==> src/rtl/keypad_scan_ctrl_if.sv <==
// MCU-facing side of the keypad scanner: latched key code, level interrupt,
// overrun flag and the single-cycle acknowledge.
interface keypad_scan_ctrl_if;
    logic [7:0] DATA;
    logic       INTR;
    logic       INTR_ACK;
    logic       OVERRUN;

    modport slave  (output DATA, output INTR, output OVERRUN, input INTR_ACK);
    modport master (input DATA, input INTR, input OVERRUN, output INTR_ACK);
endinterface

==> src/rtl/keypad_scan_ctrl.sv <==
// 3x4 matrix keypad scanner: row strobing, press/release debounce, key encoding
// and a level interrupt to the MCU with a sticky overrun flag.
module keypad_scan_ctrl #(
    parameter int SCAN_DIV     = 1000,
    parameter int DEBOUNCE_CNT = 50000
) (
    input  logic                     CLK,
    input  logic                     RST_N,
    input  logic [2:0]               columns,
    output logic [3:0]               rows,
    keypad_scan_ctrl_if.slave        mcu
);
    localparam int SW = $clog2(SCAN_DIV);
    localparam int DW = $clog2(DEBOUNCE_CNT);
    localparam logic [SW-1:0] SCAN_LAST = SW'(SCAN_DIV - 1);
    localparam logic [DW-1:0] DB_LAST   = DW'(DEBOUNCE_CNT - 1);

    typedef enum logic [1:0] {SCAN, PRESS_DB, HELD} state_e;

    state_e        state_q, state_d;
    logic [2:0]    col_m_q, col_s_q;
    logic [1:0]    row_idx_q, row_idx_d;
    logic [3:0]    rows_q, rows_d;
    logic [SW-1:0] scan_cnt_q, scan_cnt_d;
    logic [DW-1:0] db_cnt_q, db_cnt_d;
    logic [2:0]    cap_col_q, cap_col_d;
    logic [7:0]    data_q, data_d;
    logic          intr_q, intr_d;
    logic          ovr_q, ovr_d;

    logic valid, match, accept, advance, intr_eff;
    logic [1:0] col_idx;
    logic [7:0] code;

    always_ff @(posedge CLK or negedge RST_N) begin
        if (!RST_N) begin
            col_m_q    <= 3'b111;
            col_s_q    <= 3'b111;
            state_q    <= SCAN;
            row_idx_q  <= 2'd0;
            rows_q     <= 4'b1110;
            scan_cnt_q <= '0;
            db_cnt_q   <= '0;
            cap_col_q  <= 3'b111;
            data_q     <= 8'h00;
            intr_q     <= 1'b0;
            ovr_q      <= 1'b0;
        end else begin
            col_m_q    <= columns;
            col_s_q    <= col_m_q;
            state_q    <= state_d;
            row_idx_q  <= row_idx_d;
            rows_q     <= rows_d;
            scan_cnt_q <= scan_cnt_d;
            db_cnt_q   <= db_cnt_d;
            cap_col_q  <= cap_col_d;
            data_q     <= data_d;
            intr_q     <= intr_d;
            ovr_q      <= ovr_d;
        end
    end

    // Key code from the held row index and the captured single-low column pattern
    always_comb begin
        col_idx = 2'd2;
        if (cap_col_q == 3'b110) col_idx = 2'd0;
        else if (cap_col_q == 3'b101) col_idx = 2'd1;
        if (row_idx_q == 2'd3) begin
            code = (col_idx == 2'd0) ? 8'h0A : (col_idx == 2'd1) ? 8'h00 : 8'h0B;
        end else begin
            code = {6'd0, row_idx_q} * 8'd3 + {6'd0, col_idx} + 8'd1;
        end
    end

    always_comb begin
        state_d    = state_q;
        row_idx_d  = row_idx_q;
        rows_d     = rows_q;
        scan_cnt_d = scan_cnt_q;
        db_cnt_d   = db_cnt_q;
        cap_col_d  = cap_col_q;
        data_d     = data_q;
        accept     = 1'b0;
        advance    = 1'b0;
        valid      = (col_s_q == 3'b110) || (col_s_q == 3'b101) || (col_s_q == 3'b011);
        match      = (col_s_q == cap_col_q);

        case (state_q)
            SCAN: begin
                if (scan_cnt_q == SCAN_LAST) begin
                    scan_cnt_d = '0;
                    if (valid) begin
                        cap_col_d = col_s_q;
                        db_cnt_d  = '0;
                        state_d   = PRESS_DB;
                    end else begin
                        advance = 1'b1;
                    end
                end else begin
                    scan_cnt_d = scan_cnt_q + 1'b1;
                end
            end
            PRESS_DB: begin
                if (!match) begin
                    state_d = SCAN;
                    advance = 1'b1;
                end else if (db_cnt_q == DB_LAST) begin
                    accept   = 1'b1;
                    db_cnt_d = '0;
                    state_d  = HELD;
                end else begin
                    db_cnt_d = db_cnt_q + 1'b1;
                end
            end
            HELD: begin
                // Any bounce back to a pressed pattern restarts the release count
                if (col_s_q != 3'b111) begin
                    db_cnt_d = '0;
                end else if (db_cnt_q == DB_LAST) begin
                    state_d = SCAN;
                    advance = 1'b1;
                end else begin
                    db_cnt_d = db_cnt_q + 1'b1;
                end
            end
            default: state_d = SCAN;
        endcase

        if (advance) begin
            row_idx_d  = row_idx_q + 2'd1;
            rows_d     = ~(4'b0001 << row_idx_d);
            scan_cnt_d = '0;
            db_cnt_d   = '0;
        end

        // Acknowledge clears first so a same-cycle accept lands as a fresh key
        intr_eff = intr_q & ~mcu.INTR_ACK;
        intr_d   = intr_eff;
        ovr_d    = ovr_q & ~mcu.INTR_ACK;
        if (accept) begin
            if (intr_eff) begin
                ovr_d = 1'b1;
            end else begin
                intr_d = 1'b1;
                data_d = code;
            end
        end
    end

    assign rows        = rows_q;
    assign mcu.DATA    = data_q;
    assign mcu.INTR    = intr_q;
    assign mcu.OVERRUN = ovr_q;
endmodule

==> src/flat_wrapper.sv <==
// flat-port wrapper written by rule: the top's interface ports become plain ports
module keypad_scan_ctrl_flat 
#(
    parameter int SCAN_DIV     = 1000,
    parameter int DEBOUNCE_CNT = 50000
)
  (CLK, RST_N, columns, rows, mcu_DATA, mcu_INTR, mcu_OVERRUN, mcu_INTR_ACK);
  keypad_scan_ctrl_if mcu_i ();
  input  logic CLK;
  input  logic RST_N;
  input  logic [2:0] columns;
  output logic [3:0] rows;
  output wire logic [$bits(mcu_i.DATA)-1:0] mcu_DATA;
  output wire logic [$bits(mcu_i.INTR)-1:0] mcu_INTR;
  output wire logic [$bits(mcu_i.OVERRUN)-1:0] mcu_OVERRUN;
  input wire logic [$bits(mcu_i.INTR_ACK)-1:0] mcu_INTR_ACK;
  assign mcu_DATA = mcu_i.DATA;
  assign mcu_INTR = mcu_i.INTR;
  assign mcu_OVERRUN = mcu_i.OVERRUN;
  assign mcu_i.INTR_ACK = mcu_INTR_ACK;
  keypad_scan_ctrl #(.SCAN_DIV(SCAN_DIV), .DEBOUNCE_CNT(DEBOUNCE_CNT)) u_core (.CLK(CLK), .RST_N(RST_N), .columns(columns), .rows(rows), .mcu(mcu_i));
endmodule
==> config.mk <==
export PLATFORM = sky130hd
export DESIGN_NAME = keypad_scan_ctrl_flat
export DESIGN_NICKNAME = d
export VERILOG_FILES = /design/src/rtl/keypad_scan_ctrl_if.sv /design/src/rtl/keypad_scan_ctrl.sv /design/src/flat_wrapper.sv
export SDC_FILE = /design/constraint.sdc
export NUM_CORES = 1
export LEC_CHECK = 0
export CAP_MARGIN = 20
export CORE_ASPECT_RATIO = 2
export CORE_UTILIZATION = 55
export CTS_BUF_LIST = sky130_fd_sc_hd__clkbuf_8
export CTS_CLUSTER_DIAMETER = 30
export DETAILED_ROUTE_END_ITERATION = 16
export HOLD_SLACK_MARGIN = 0.12
export PLACE_DENSITY = 0.83
export SLEW_MARGIN = 20
export SYNTH_ARGS = -nofsm -noshare
export SYNTH_HDL_FRONTEND = slang
export SYNTH_SLANG_ARGS = --single-unit
==> constraint.sdc <==
create_clock -name CLK -period 5.5 [get_ports CLK]
set_input_delay 1.1 -clock CLK [delete_from_list [all_inputs] [get_ports CLK]]
set_output_delay 1.1 -clock CLK [all_outputs]
set_load 0.02 [all_outputs]
Word-level counts from Yosys, hierarchy flattened
Index checks and enable logic that the tools add are counted.

storage, ports and cells
  bits in registers = 53
  bits of input ports = 6
  output and inout port bits = 14

cells by class
  add/subtract/negate cells = 5
  multipliers = 1
  eq/ne operators = 22
  shifts and indexed selects = 1
  muxes and demuxes = 34
  bitwise operators = 5
  reductions and logical operators = 10

operator list
  cell                                               number
  2-to-1 mux 16 bit                                  7
  case mux 16 bit (3 select lines)                   1
  2-to-1 mux 10 bit                                  3
  adder 16 x 1 -> 16 bit (second input constant)     1
  == test 16 bit (second input constant)             1
  2-to-1 mux 2 bit                                   8
  2-to-1 mux 8 bit                                   2
  == test 3 bit (second input constant)              4
  adder 10 x 1 -> 10 bit (second input constant)     1
  == test 10 bit (second input constant)             1
  2-to-1 mux 1 bit                                   10
  AND reduction 5 bit                                2
  != test 3 x 1 -> 1 bit (second input constant)     3
  adder 8 x 1 -> 8 bit (second input constant)       1
  != test 2 x 1 -> 1 bit (second input constant)     3
  != test 3 bit (second input constant)              2
  case mux 2 bit (3 select lines)                    1
  adder 4 x 2 -> 5 bit                               1
  == test 2 x 1 -> 1 bit (second input constant)     2
  == test 2 bit (second input constant)              2
  zero test 2 bit                                    2
  multiplier 2 x 2 -> 4 bit (second input constant)  1
  2-to-1 mux 4 bit                                   1
  != test 4 x 3 -> 1 bit (second input constant)     1
  other kinds (14)                                   17

Depth between registers and ports, before layout
Gate-level depths: netlist of the first run.

  depth in word-level cells = 8
  gate-level depth with buffers = 10
  gate-level depth less buffers = 10

Worst setup path after synthesis of the first run
Ideal clock, no wire load.

  path kind = register to register
  from = reg u_core.cap_col_q[0]
  to = reg u_core.data_q[3] (netlist: u_core.mcu.DATA[3])
  setup time = 0.133 ns
  arrival time = 2.407 ns
  required time = 5.367 ns
  setup slack = 2.960 ns
  cell stages (with the launch flop) = 11
  path buffers = 0
  clock period less this slack = 2.540 ns
  cells stage by stage = dfstp_2 > xor2_1 > and2_1 > fa_1 > inv_1 > ha_1 > fa_1 > nand3_1 > xnor2_1 > o21ai_0 > o21ai_0

on the way
  cells in the longest elaborated chain, start to end = 7
  elaborated cells between the ends (all ways) = 15
  classes of those cells = 2 x add/sub; 4 x eq/ne; 7 x mux; 2 x reduce/logical

ends and longest elaborated chain
  what                                                                          line                    RTL
  from (decl)                                                                   keypad_scan_ctrl.sv:26  logic [2:0] cap_col_q, cap_col_d;
  from (signal assigned)                                                        keypad_scan_ctrl.sv:56  cap_col_q <= cap_col_d;
  parallel branches: the longest is 7 deep, another holds adder 8 x 1 -> 8 bit  -
  to (signal assigned)                                                          keypad_scan_ctrl.sv:57  data_q <= data_d;
  to (decl)                                                                     keypad_scan_ctrl.sv:27  logic [7:0] data_q, data_d;

Parallel ways; which one is timed is not known.
A chain may end at the register's enable or synchronous reset.

Worst setup path after layout of the first run
Ends and elaborated chain as after synthesis.

==> results.py, run 1 <==
metrics = {
    "finish": {
        "area_delta_synth_final_pct": 9.90,
        "layout.nets": 319,
        "final_cell_count_no_fill": 356,
        "diodes": 0,
        "fillCellCount": 391,
        "drive_above_1_share": 0.127,
        "finalInstanceArea_um2": 3100,
    },
    "drt": {
        "wl_per_cell_um": 15.7,
        "vias_per_cell": 6.07,
        "dr_total_vias": 2160,
        "drt_iter0_drc": 49,
        "drc": 0,
        "firstDrtPassIters": 4,
        "ant_nets": 0,
        "wl_um": 5600,
    },
    "logic_synthesis": {
        "yosysWarnings": 0,
        "syn_area_um2": 2820,
        "ys_ff_latch": 50,
        "seq_area_frac_synth": 0.449,
        "synth-async-reset-ratio": 1.00,
        "synthCells": 282,
        "synth_ff_type": "dfrtp_1",
        "synth_area_per_cell_um2": 9.99,
        "ys_types": 50,
        "synth_edf_count": 0,
    },
    "clocking": {
        "cts_tree": "yes",
        "clkTransAtPathRegs_ns": 0.10,
        "cts-root-buf": "clkbuf_8",
        "cts_sinks": 50,
        "worstSkewPairLatency_ns": 0.32,
        "cts.repair.resized": 0,
        "post_cts_buffers": 0,
        "numCtsBuffers": 5,
        "ctsLongestPathBuffers": 2,
        "h-tree-depth": 2,
        "postCtsHoldBufs": 0,
    },
    "global_route": {
        "antenna_found_initial": 0,
        "gr-total-overflow": 0,
        "first_global_vias": 2292,
        "grt_max_degree": 51,
        "grt_use_total": 0.247,
        "grt_pass1_wl_um": 9820,
    },
    "worst_setup_path": {
        "setup.worst_path.end_class": "flip-flop",
        "timing_worst_setup_path_type": "flip-flop to flip-flop",
        "cpPeakStageDelay_ns": 0.59,
        "cp.arrival_ns": 2.86,
        "crit_chain": "xor2_1 -> and2_1 -> fa_1 -> inv_1 -> ha_1 -> fa_1 -> nand3_1 -> xnor2_1 -> o21ai_0 -> o21ai_0",
        "critPathTopFamily": "adder cells",
        "cp.required_ns": 5.71,
        "startpoint_type": "flip-flop",
        "slowest_stage": "dfstp_2",
        "critPathBufInv": 1,
        "critPathMaxFanout": 4,
    },
    "sta": {
        "fmax_ghz": 0.377,
        "finalMaxSlewViolations": 0,
        "tightest_slew_ns": 0.608,
        "fin_tns_setup_ns": 0,
        "finalSetupViolCount": 0,
        "period_share": 0.482,
        "rsz0062_at_grt": "false",
        "period_minus_slack_ns": 2.65,
        "hold_ws_ns": 0.360,
        "fin_skew_ns": 0.0151,
        "hold_viol": 0,
        "relSlewSlack": 0.591,
    },
    "floorplanning": {
        "rows": 36,
        "die_area_um2": 5430,
        "die_w_um": 52.6,
        "start_util": 0.574,
        "io_pins": 20,
        "die_h_um": 103,
        "fp.coreArea_um2": 4910,
    },
    "placement": {
        "placed_area_um2": 2990,
        "portBuffers": 16,
        "gp_congestion": 0.830,
        "dp_hpwl_um": 4120,
        "numPlacedInstances": 348,
    },
    "power": {
        "p_int_uw": 511,
        "cellLeakagePower_nw": 1.32,
        "ir_worst_vdd_mv": 0.208,
        "p_switching_uw": 140,
        "p_per_area_nw_per_um2": 210,
        "power_frac_seq": 0.575,
        "sw_frac_of_total": 0.215,
        "clkPwrFrac": 0.399,
        "pwr-share-comb": 0.025,
    },
    "hold_path": {
        "hp-class": "flip-flop to flip-flop",
    },
    "status": {
        "outcome": "finished, final reports clean",
    },
    "job": {
        "maxCapViolCount": 0,
    },
}
[Yosys cell counts, drive strengths merged, types with 2 or more instances]
library cell  count  area (um2)
mux2i             2        20.0
nand2            33         124
a31oi            12        75.1
ha               13         163
and4              2        17.5
and2              7        43.8
and4bb            3        37.5
inv               9        33.8
nor2             14        55.1
nand2b            2        12.5
fa                2        40.0
a21boi            2        15.0
mux2              6        67.6
clkbuf            2        7.51
o21ai            24         120
or3               4        25.0
a21o              2        15.0
o21a              2        16.3
nand3            21         105
nor3              3        26.3
xnor2            10         103
a41oi             3        26.3
dfrtp            38         951
a21oi            13        65.1
xor2              4        35.0
and3              5        31.3
buf               9        72.6
dfstp            12         315
nand4            11        83.8
[worst register-to-register path, cell delays in order, from the launching register on]
cell,delay [ns]
dfstp_2,0.59
xor2_1,0.07
and2_1,0.17
fa_1,0.49
inv_1,0.04
ha_1,0.20
fa_1,0.54
nand3_1,0.11
xnor2_1,0.13
o21ai_0,0.13
o21ai_0,0.08
[sequential cells by signal, summed over array words and instances (netlist names)]
name	count
u_core.db_cnt_q	16
u_core.scan_cnt_q	10
u_core.mcu.DATA	5
u_core.rows	4
u_core.cap_col_q	3
u_core.col_m_q	3
u_core.col_s_q	3
u_core.row_idx_q	2
u_core.state_q	2
u_core.mcu.INTR	1
u_core.mcu.OVERRUN	1
[power by group through the flow]
stage / registers [mW] / clock network [mW] / logic [mW]
2_1_floorplan: 0.379 / 0 / 0.00945
3_3_place_gp: 0.381 / 0 / 0.0169
3_5_place_dp: 0.381 / 0 / 0.0172
4_1_cts: 0.374 / 0.267 / 0.0171
5_1_grt: 0.375 / 0.277 / 0.0194
6_report: 0.374 / 0.260 / 0.0164
[per-stage QoR]
| step | util | power [mW] | setup slack (ns) |
|---|---|---|---|
| floorplan | - | 0.389 | 2.96 |
| global placement | 0.608 | 0.398 | 2.93 |
| detailed placement | 0.608 | 0.399 | 2.83 |
| CTS | 0.631 | 0.659 | 2.83 |
| global route | 0.631 | 0.672 | 2.69 |
| finish | 0.631 | 0.651 | 2.85 |
[layout by cell type, fill, tap and decap left out, types with 5 or more instances in the layout]
master and instances:
dfstp_2 12, mux2_2 6, and3_1 5, clkbuf_8 5
nor2_1 13, xnor2_1 8, nand2_1 33, o21ai_0 20
a21oi_1 13, dfrtp_1 38, nand4_1 10, a31oi_1 12
and2_1 7, nand3_1 21, clkdlybuf4s50_1 15, inv_1 10
ha_1 13
[layer usage]
layer  up-vias  GRT usage  part of all wire  wire [um]
met5         -          0                 0          0
met4         0      0.164             0.043        242
met3        18     0.0439             0.021        115
met2        34      0.449              0.57       3190
met1      1065      0.243              0.37       2050
li1       1043          -                 -          -
[layout make-up]
class                   count  area, um2  area share
multi-input cells         214       1450       0.467
flip-flops and latches     50       1270       0.409
repair buffers             18        170      0.0549
well taps                  57       71.3      0.0230
clock buffers               5       68.8      0.0222
clock inverters             3       41.3      0.0133
inverters                   9       33.8      0.0109
[final timing paths]
kind | cells past startpoint | slack (ns) | to | start
max | 10 | 2.85 | u_core.mcu.DATA[3] | u_core.cap_col_q[0]
min in group asynchronous | 2 | 0.86 | u_core.mcu.DATA[0] | RST_N
max reg2reg | 10 | 2.85 | u_core.mcu.DATA[3] | u_core.cap_col_q[0]
min reg2reg | 0 | 0.36 | u_core.col_s_q[0] | u_core.col_m_q[0]
min | 0 | 0.36 | u_core.col_s_q[0] | u_core.col_m_q[0]
max in group asynchronous | 2 | 4.21 | u_core.db_cnt_q[12] | RST_N
[cells by family after synthesis]
| kind of cell | share of synthesized area |
|---|---|
| compound gates | 0.136 |
| buf+inv | 0.0404 |
| mux | 0.0311 |
| fa+ha+maj | 0.0719 |
| other cells | 0.00133 |
| xor+xnor | 0.0488 |
| flops | 0.449 |
| simple gates | 0.221 |
(Power assumes the default switching activity.)
==> run 2, diff against run 1 <==
clock period = 2.69 ns   (was 5.5 ns; I/O delays follow)
==> run 2 against run 1 <==
Effect of this change: critical endpoint unchanged; hold slack worse by 0.0079 ns; routed wire length rose by 1.6%; power grew 95%; clock skew shrank 0.0068 ns; sequential share of layout area decreased by 0.65 points; final cell count grew 2.0%; clock power rose by 81%; global-route usage increased by 0.20 points.
==> results.py, run 2 (synthesized netlist as in run 1, its figures left out) <==
metrics = {
    "clocking": {
        "cts-root-buf": "clkbuf_8",
        "cts_sinks": 50,
        "ctsLongestPathBuffers": 2,
        "numCtsBuffers": 5,
        "worstSkewPairLatency_ns": 0.32,
        "clkTransAtPathRegs_ns": 0.10,
        "h-tree-depth": 2,
        "cts_tree": "yes",
    },
    "finish": {
        "drive_above_1_share": 0.160,
        "final_common_cell": "dfrtp_1",
        "multi_input_area_um2": 1460,
        "regMostFlops": "u_core.db_cnt_q",
        "utilization": 0.641,
        "register_area_um2": 1270,
        "area_delta_synth_final_pct": 11.7,
        "largest_reg_flops": 16,
        "final_cell_count_no_fill": 363,
        "final_cell_mix": "dfrtp_1, nand2_1, nand3_1",
        "diodes": 0,
        "layout.nets": 326,
        "fillCellCount": 411,
    },
    "floorplanning": {
        "die_w_um": 52.6,
        "io_pins": 20,
        "fp.coreArea_um2": 4910,
        "die_h_um": 103,
        "start_util": 0.574,
        "die_area_um2": 5430,
        "rows": 36,
    },
    "sta": {
        "fmax_ghz": 0.382,
        "rsz0062_at_grt": "true",
        "tightest_slew_ns": 0.977,
        "finalSetupViolCount": 0,
        "period_minus_slack_ns": 2.62,
        "finalMaxSlewViolations": 0,
        "period_share": 0.973,
        "hold_viol": 0,
        "fin_skew_ns": 0.00830,
        "relSlewSlack": 0.349,
        "hold_ws_ns": 0.352,
    },
    "drt": {
        "met2_length_um": 3320,
        "top_layer": "met4",
        "wl_um": 5690,
        "drt-met1-wl_um": 2040,
        "ant_nets": 0,
        "dr_total_vias": 2183,
        "firstDrtPassIters": 4,
        "drt_iter0_drc": 40,
        "drc": 0,
        "wl_met3_um": 144,
        "wl_per_cell_um": 15.7,
        "vias_per_cell": 6.01,
    },
    "worst_setup_path": {
        "setup.worst_path.end_class": "flip-flop",
        "startpoint_type": "flip-flop",
        "critPathMaxFanout": 4,
        "crit_chain": "xor2_1 -> and2_4 -> fa_1 -> inv_1 -> ha_2 -> fa_1 -> nand3_1 -> xnor2_1 -> o21ai_1 -> o21ai_1",
        "cp.arrival_ns": 2.87,
        "slowest_stage": "dfstp_2",
        "cp.required_ns": 2.95,
        "critPathTopFamily": "adder cells",
        "cpPeakStageDelay_ns": 0.59,
        "critPathBufInv": 1,
        "timing_worst_setup_path_type": "flip-flop to flip-flop",
    },
    "power": {
        "p_per_area_nw_per_um2": 404,
        "cellLeakagePower_nw": 1.35,
        "ir_worst_vdd_mv": 0.580,
    },
    "global_route": {
        "first_global_vias": 2221,
        "grt_use_total": 0.249,
        "gr-total-overflow": 0,
        "grt_pass1_wl_um": 9800,
        "grt_max_degree": 44,
        "antenna_found_initial": 0,
    },
    "placement": {
        "dp_hpwl_um": 4190,
        "gp_congestion": 0.847,
        "numPlacedInstances": 353,
        "portBuffers": 16,
    },
    "job": {
        "maxCapViolCount": 0,
    },
    "status": {
        "outcome": "finished, final reports clean",
    },
    "hold_path": {
        "hp-class": "input port to asynchronous set/reset pin",
    },
}
run 2: changes by cell type in the layout (fill, tap and decap cells not counted), sizes merged:
cell	change
bufinv	-1
inv	+2
clkinvlp	-1
buf	+7
run 2: final timing paths:
check,start,to,slack [ns],cells past startpoint
setup reg to reg,u_core.cap_col_q[1],u_core.mcu.DATA[3],0.07,10
setup / recovery,u_core.cap_col_q[1],u_core.mcu.DATA[3],0.07,10
hold reg to reg,u_core.col_m_q[1],u_core.col_s_q[1],0.36,0
min in group CLK,u_core.col_m_q[1],u_core.col_s_q[1],0.36,0
max in group asynchronous,RST_N,u_core.cap_col_q[2],1.58,2
hold / removal,RST_N,u_core.mcu.DATA[0],0.35,1
run 2: cell type report:
cell class                 instances  share of cell area
sequential                        50               0.402
tap                               57              0.0227
clock inverter                     3             0.00835
inverter                           9              0.0107
multi-input combinational        214               0.463
clock buffer                       5              0.0219
timing repair buffer              25              0.0708
run 2: timing repair:
action	in CTS	in global routing
gates resized for setup	0	5
pin swaps	0	6
endpoints found under the setup margin	1	1
buffers inserted	1	1
hold endpoints to repair	0	0
hold buffers	0	0
run 2: metal layers:
| layer | vias to the layer above | GRT usage |
|---|---|---|
| li1 | 1054 | - |
| met1 | 1076 | 0.240 |
| met2 | 39 | 0.458 |
| met3 | 14 | 0.0526 |
| met4 | 0 | 0.152 |
| met5 | - | 0 |
run 2: power by group:
part / internal [mW] / switching, mW / leakage, nW
registers: 0.760 / 0.00553 / 0.642
clock network: 0.193 / 0.278 / 0.0495
logic: 0.0121 / 0.0232 / 0.661
run 2: through the flow:
stage,setup TNS [ns],worst slack (ns),cell area [um2],total power [mW]
floorplan,0,0.150,2830,0.795
global placement,0,0.115,3020,0.815
detailed placement,0,0.00718,3020,0.816
CTS,0,0.00110,3130,1.30
global route,-0.0617,-0.0312,3150,1.32
finish,0,0.0715,3150,1.27
run 2: worst register-to-register path, stage by stage (launching register included):
cell and delay, ns:
dfstp_2 0.59, xor2_1 0.08, and2_4 0.16, fa_1 0.47
inv_1 0.05, ha_2 0.18, fa_1 0.52, nand3_1 0.09
xnor2_1 0.19, o21ai_1 0.09, o21ai_1 0.12
==> run 3, diff against run 2 <==
--- a/config.mk
+++ b/config.mk
@@ -10,5 +10,5 @@
 export CORE_UTILIZATION = 55
 export CTS_BUF_LIST = sky130_fd_sc_hd__clkbuf_8
-export CTS_CLUSTER_DIAMETER = 30
+export CTS_CLUSTER_DIAMETER = 100
 export DETAILED_ROUTE_END_ITERATION = 16
 export HOLD_SLACK_MARGIN = 0.12
==> constraint.sdc (replaced) <==
create_clock -name CLK -period 2.69 [get_ports CLK]
set_input_delay 0.6725 -clock CLK [delete_from_list [all_inputs] [get_ports CLK]]
set_output_delay 0.6725 -clock CLK [all_outputs]
set_load 0.02 [all_outputs]
==> run 3 against run 2 <==
Effect of this change: power is 6.1% higher; maximum frequency is 1.0% lower; first-iteration DRC count is 23% higher.
==> results.py, run 3 (synthesized netlist as in run 1, its figures left out) <==
metrics = {
    "finish": {
        "utilization": 0.647,
        "drive_above_1_share": 0.160,
        "finalInstanceArea_um2": 3170,
        "fillCellCount": 400,
        "final_common_cell": "dfrtp_1",
        "area_delta_synth_final_pct": 12.7,
        "final_cell_count_no_fill": 363,
        "layout.nets": 326,
        "diodes": 0,
        "multi_input_area_um2": 1460,
        "regMostFlops": "u_core.db_cnt_q",
        "largest_reg_flops": 16,
        "register_area_um2": 1270,
        "final_cell_mix": "dfrtp_1, nand2_1, nand3_1",
    },
    "sta": {
        "relSlewSlack": 0.610,
        "finalMaxSlewViolations": 0,
        "fin_tns_setup_ns": 0,
        "finalSetupViolCount": 0,
        "layout_setup_ws_ns": 0.0443,
        "tightest_slew_ns": 0.583,
        "fin_skew_ns": 0.0112,
        "hold_viol": 0,
        "period_minus_slack_ns": 2.65,
        "fmax_ghz": 0.378,
        "hold_ws_ns": 0.334,
        "rsz0062_at_grt": "true",
        "period_share": 0.984,
    },
    "drt": {
        "drc": 0,
        "wl_um": 6040,
        "firstDrtPassIters": 4,
        "wl_per_cell_um": 16.6,
        "dr_total_vias": 2189,
        "drt_iter0_drc": 49,
        "vias_per_cell": 6.03,
        "ant_nets": 0,
    },
    "placement": {
        "portBuffers": 16,
        "pre_cts_slack_ns": -0.0751,
        "gp_congestion": 0.850,
        "placed_area_um2": 3030,
        "dp_hpwl_um": 4360,
        "numPlacedInstances": 352,
    },
    "clocking": {
        "postCtsHoldBufs": 0,
        "h-tree-depth": 2,
        "cts-root-buf": "clkbuf_8",
        "worstSkewPairLatency_ns": 0.32,
        "clkTransAtPathRegs_ns": 0.10,
        "numCtsBuffers": 5,
        "cts_sinks": 50,
        "ctsLongestPathBuffers": 2,
        "cts_tree": "yes",
    },
    "job": {
        "maxCapViolCount": 0,
    },
    "worst_setup_path": {
        "cp.arrival_ns": 2.85,
        "cpPeakStageDelay_ns": 0.57,
        "startpoint_type": "flip-flop",
        "critPathTopFamily": "adder cells",
        "timing_worst_setup_path_type": "flip-flop to flip-flop",
        "critPathBufInv": 1,
        "critPathMaxFanout": 4,
        "cp.required_ns": 2.89,
        "setup.worst_path.end_class": "flip-flop",
        "crit_chain": "xor2_1 -> and2_4 -> fa_1 -> inv_1 -> ha_2 -> fa_1 -> nand3_2 -> xnor2_1 -> o21ai_1 -> o21ai_1",
        "slowest_stage": "dfstp_2",
    },
    "floorplanning": {
        "fp.coreArea_um2": 4910,
        "die_area_um2": 5430,
        "die_w_um": 52.6,
        "die_h_um": 103,
        "start_util": 0.574,
        "rows": 36,
        "io_pins": 20,
    },
    "hold_path": {
        "hp-class": "input port to asynchronous set/reset pin",
    },
    "global_route": {
        "antenna_found_initial": 0,
        "grt_use_total": 0.257,
        "grt_pass1_wl_um": 10200,
        "grt_max_degree": 27,
        "gr-total-overflow": 0,
        "first_global_vias": 2408,
    },
    "power": {
        "cellLeakagePower_nw": 1.37,
        "p_total_mw": 1.35,
        "p_per_area_nw_per_um2": 425,
        "ir_worst_vdd_mv": 0.495,
    },
    "status": {
        "outcome": "finished, final reports clean",
    },
}
==> run 3: where the power goes <==
group          internal [mW]  switching [mW]  total, mW
registers              0.760         0.00534      0.765
logic                 0.0131          0.0238     0.0369
clock network          0.279           0.268      0.547
total                   1.05           0.297       1.35
==> run 3: final cells by class <==
cell class,instances,area share
Timing Repair Buffer,25,0.0741
Tap cell,57,0.0225
Clock buffer,5,0.0217
Inverter,9,0.0106
Sequential cell,50,0.399
Clock inverter,3,0.0138
Multi-Input combinational cell,214,0.458
==> run 3: what timing repair did <==
item                       in CTS  in global routing
pin swaps                       6                  4
setup endpoints to repair       1                  2
resized for setup               5                  0
buffers inserted                2                  1
hold endpoints to repair        0                  0
==> run 3: worst paths after layout <==
check / start / endpoint / depth (start not counted) / slack (ns)
setup / recovery: u_core.cap_col_q[1] / u_core.mcu.DATA[3] / 10 / 0.04
hold / removal: RST_N / u_core.mcu.DATA[1] / 1 / 0.33
setup reg to reg: u_core.cap_col_q[1] / u_core.mcu.DATA[3] / 10 / 0.04
hold reg to reg: u_core.col_m_q[0] / u_core.col_s_q[0] / 0 / 0.36
max in group asynchronous: RST_N / u_core.col_m_q[0] / 2 / 1.73
min in group CLK: u_core.col_m_q[0] / u_core.col_s_q[0] / 0 / 0.36
==> run 3: layer usage <==
layer  global-route usage  routed length [um]  vias up
met2                0.499                3600       29
met4                0.150                 180        0
met1                0.228                2130     1092
met5                    0                   0        -
met3               0.0541                 128       16
li1                     -                   -     1052
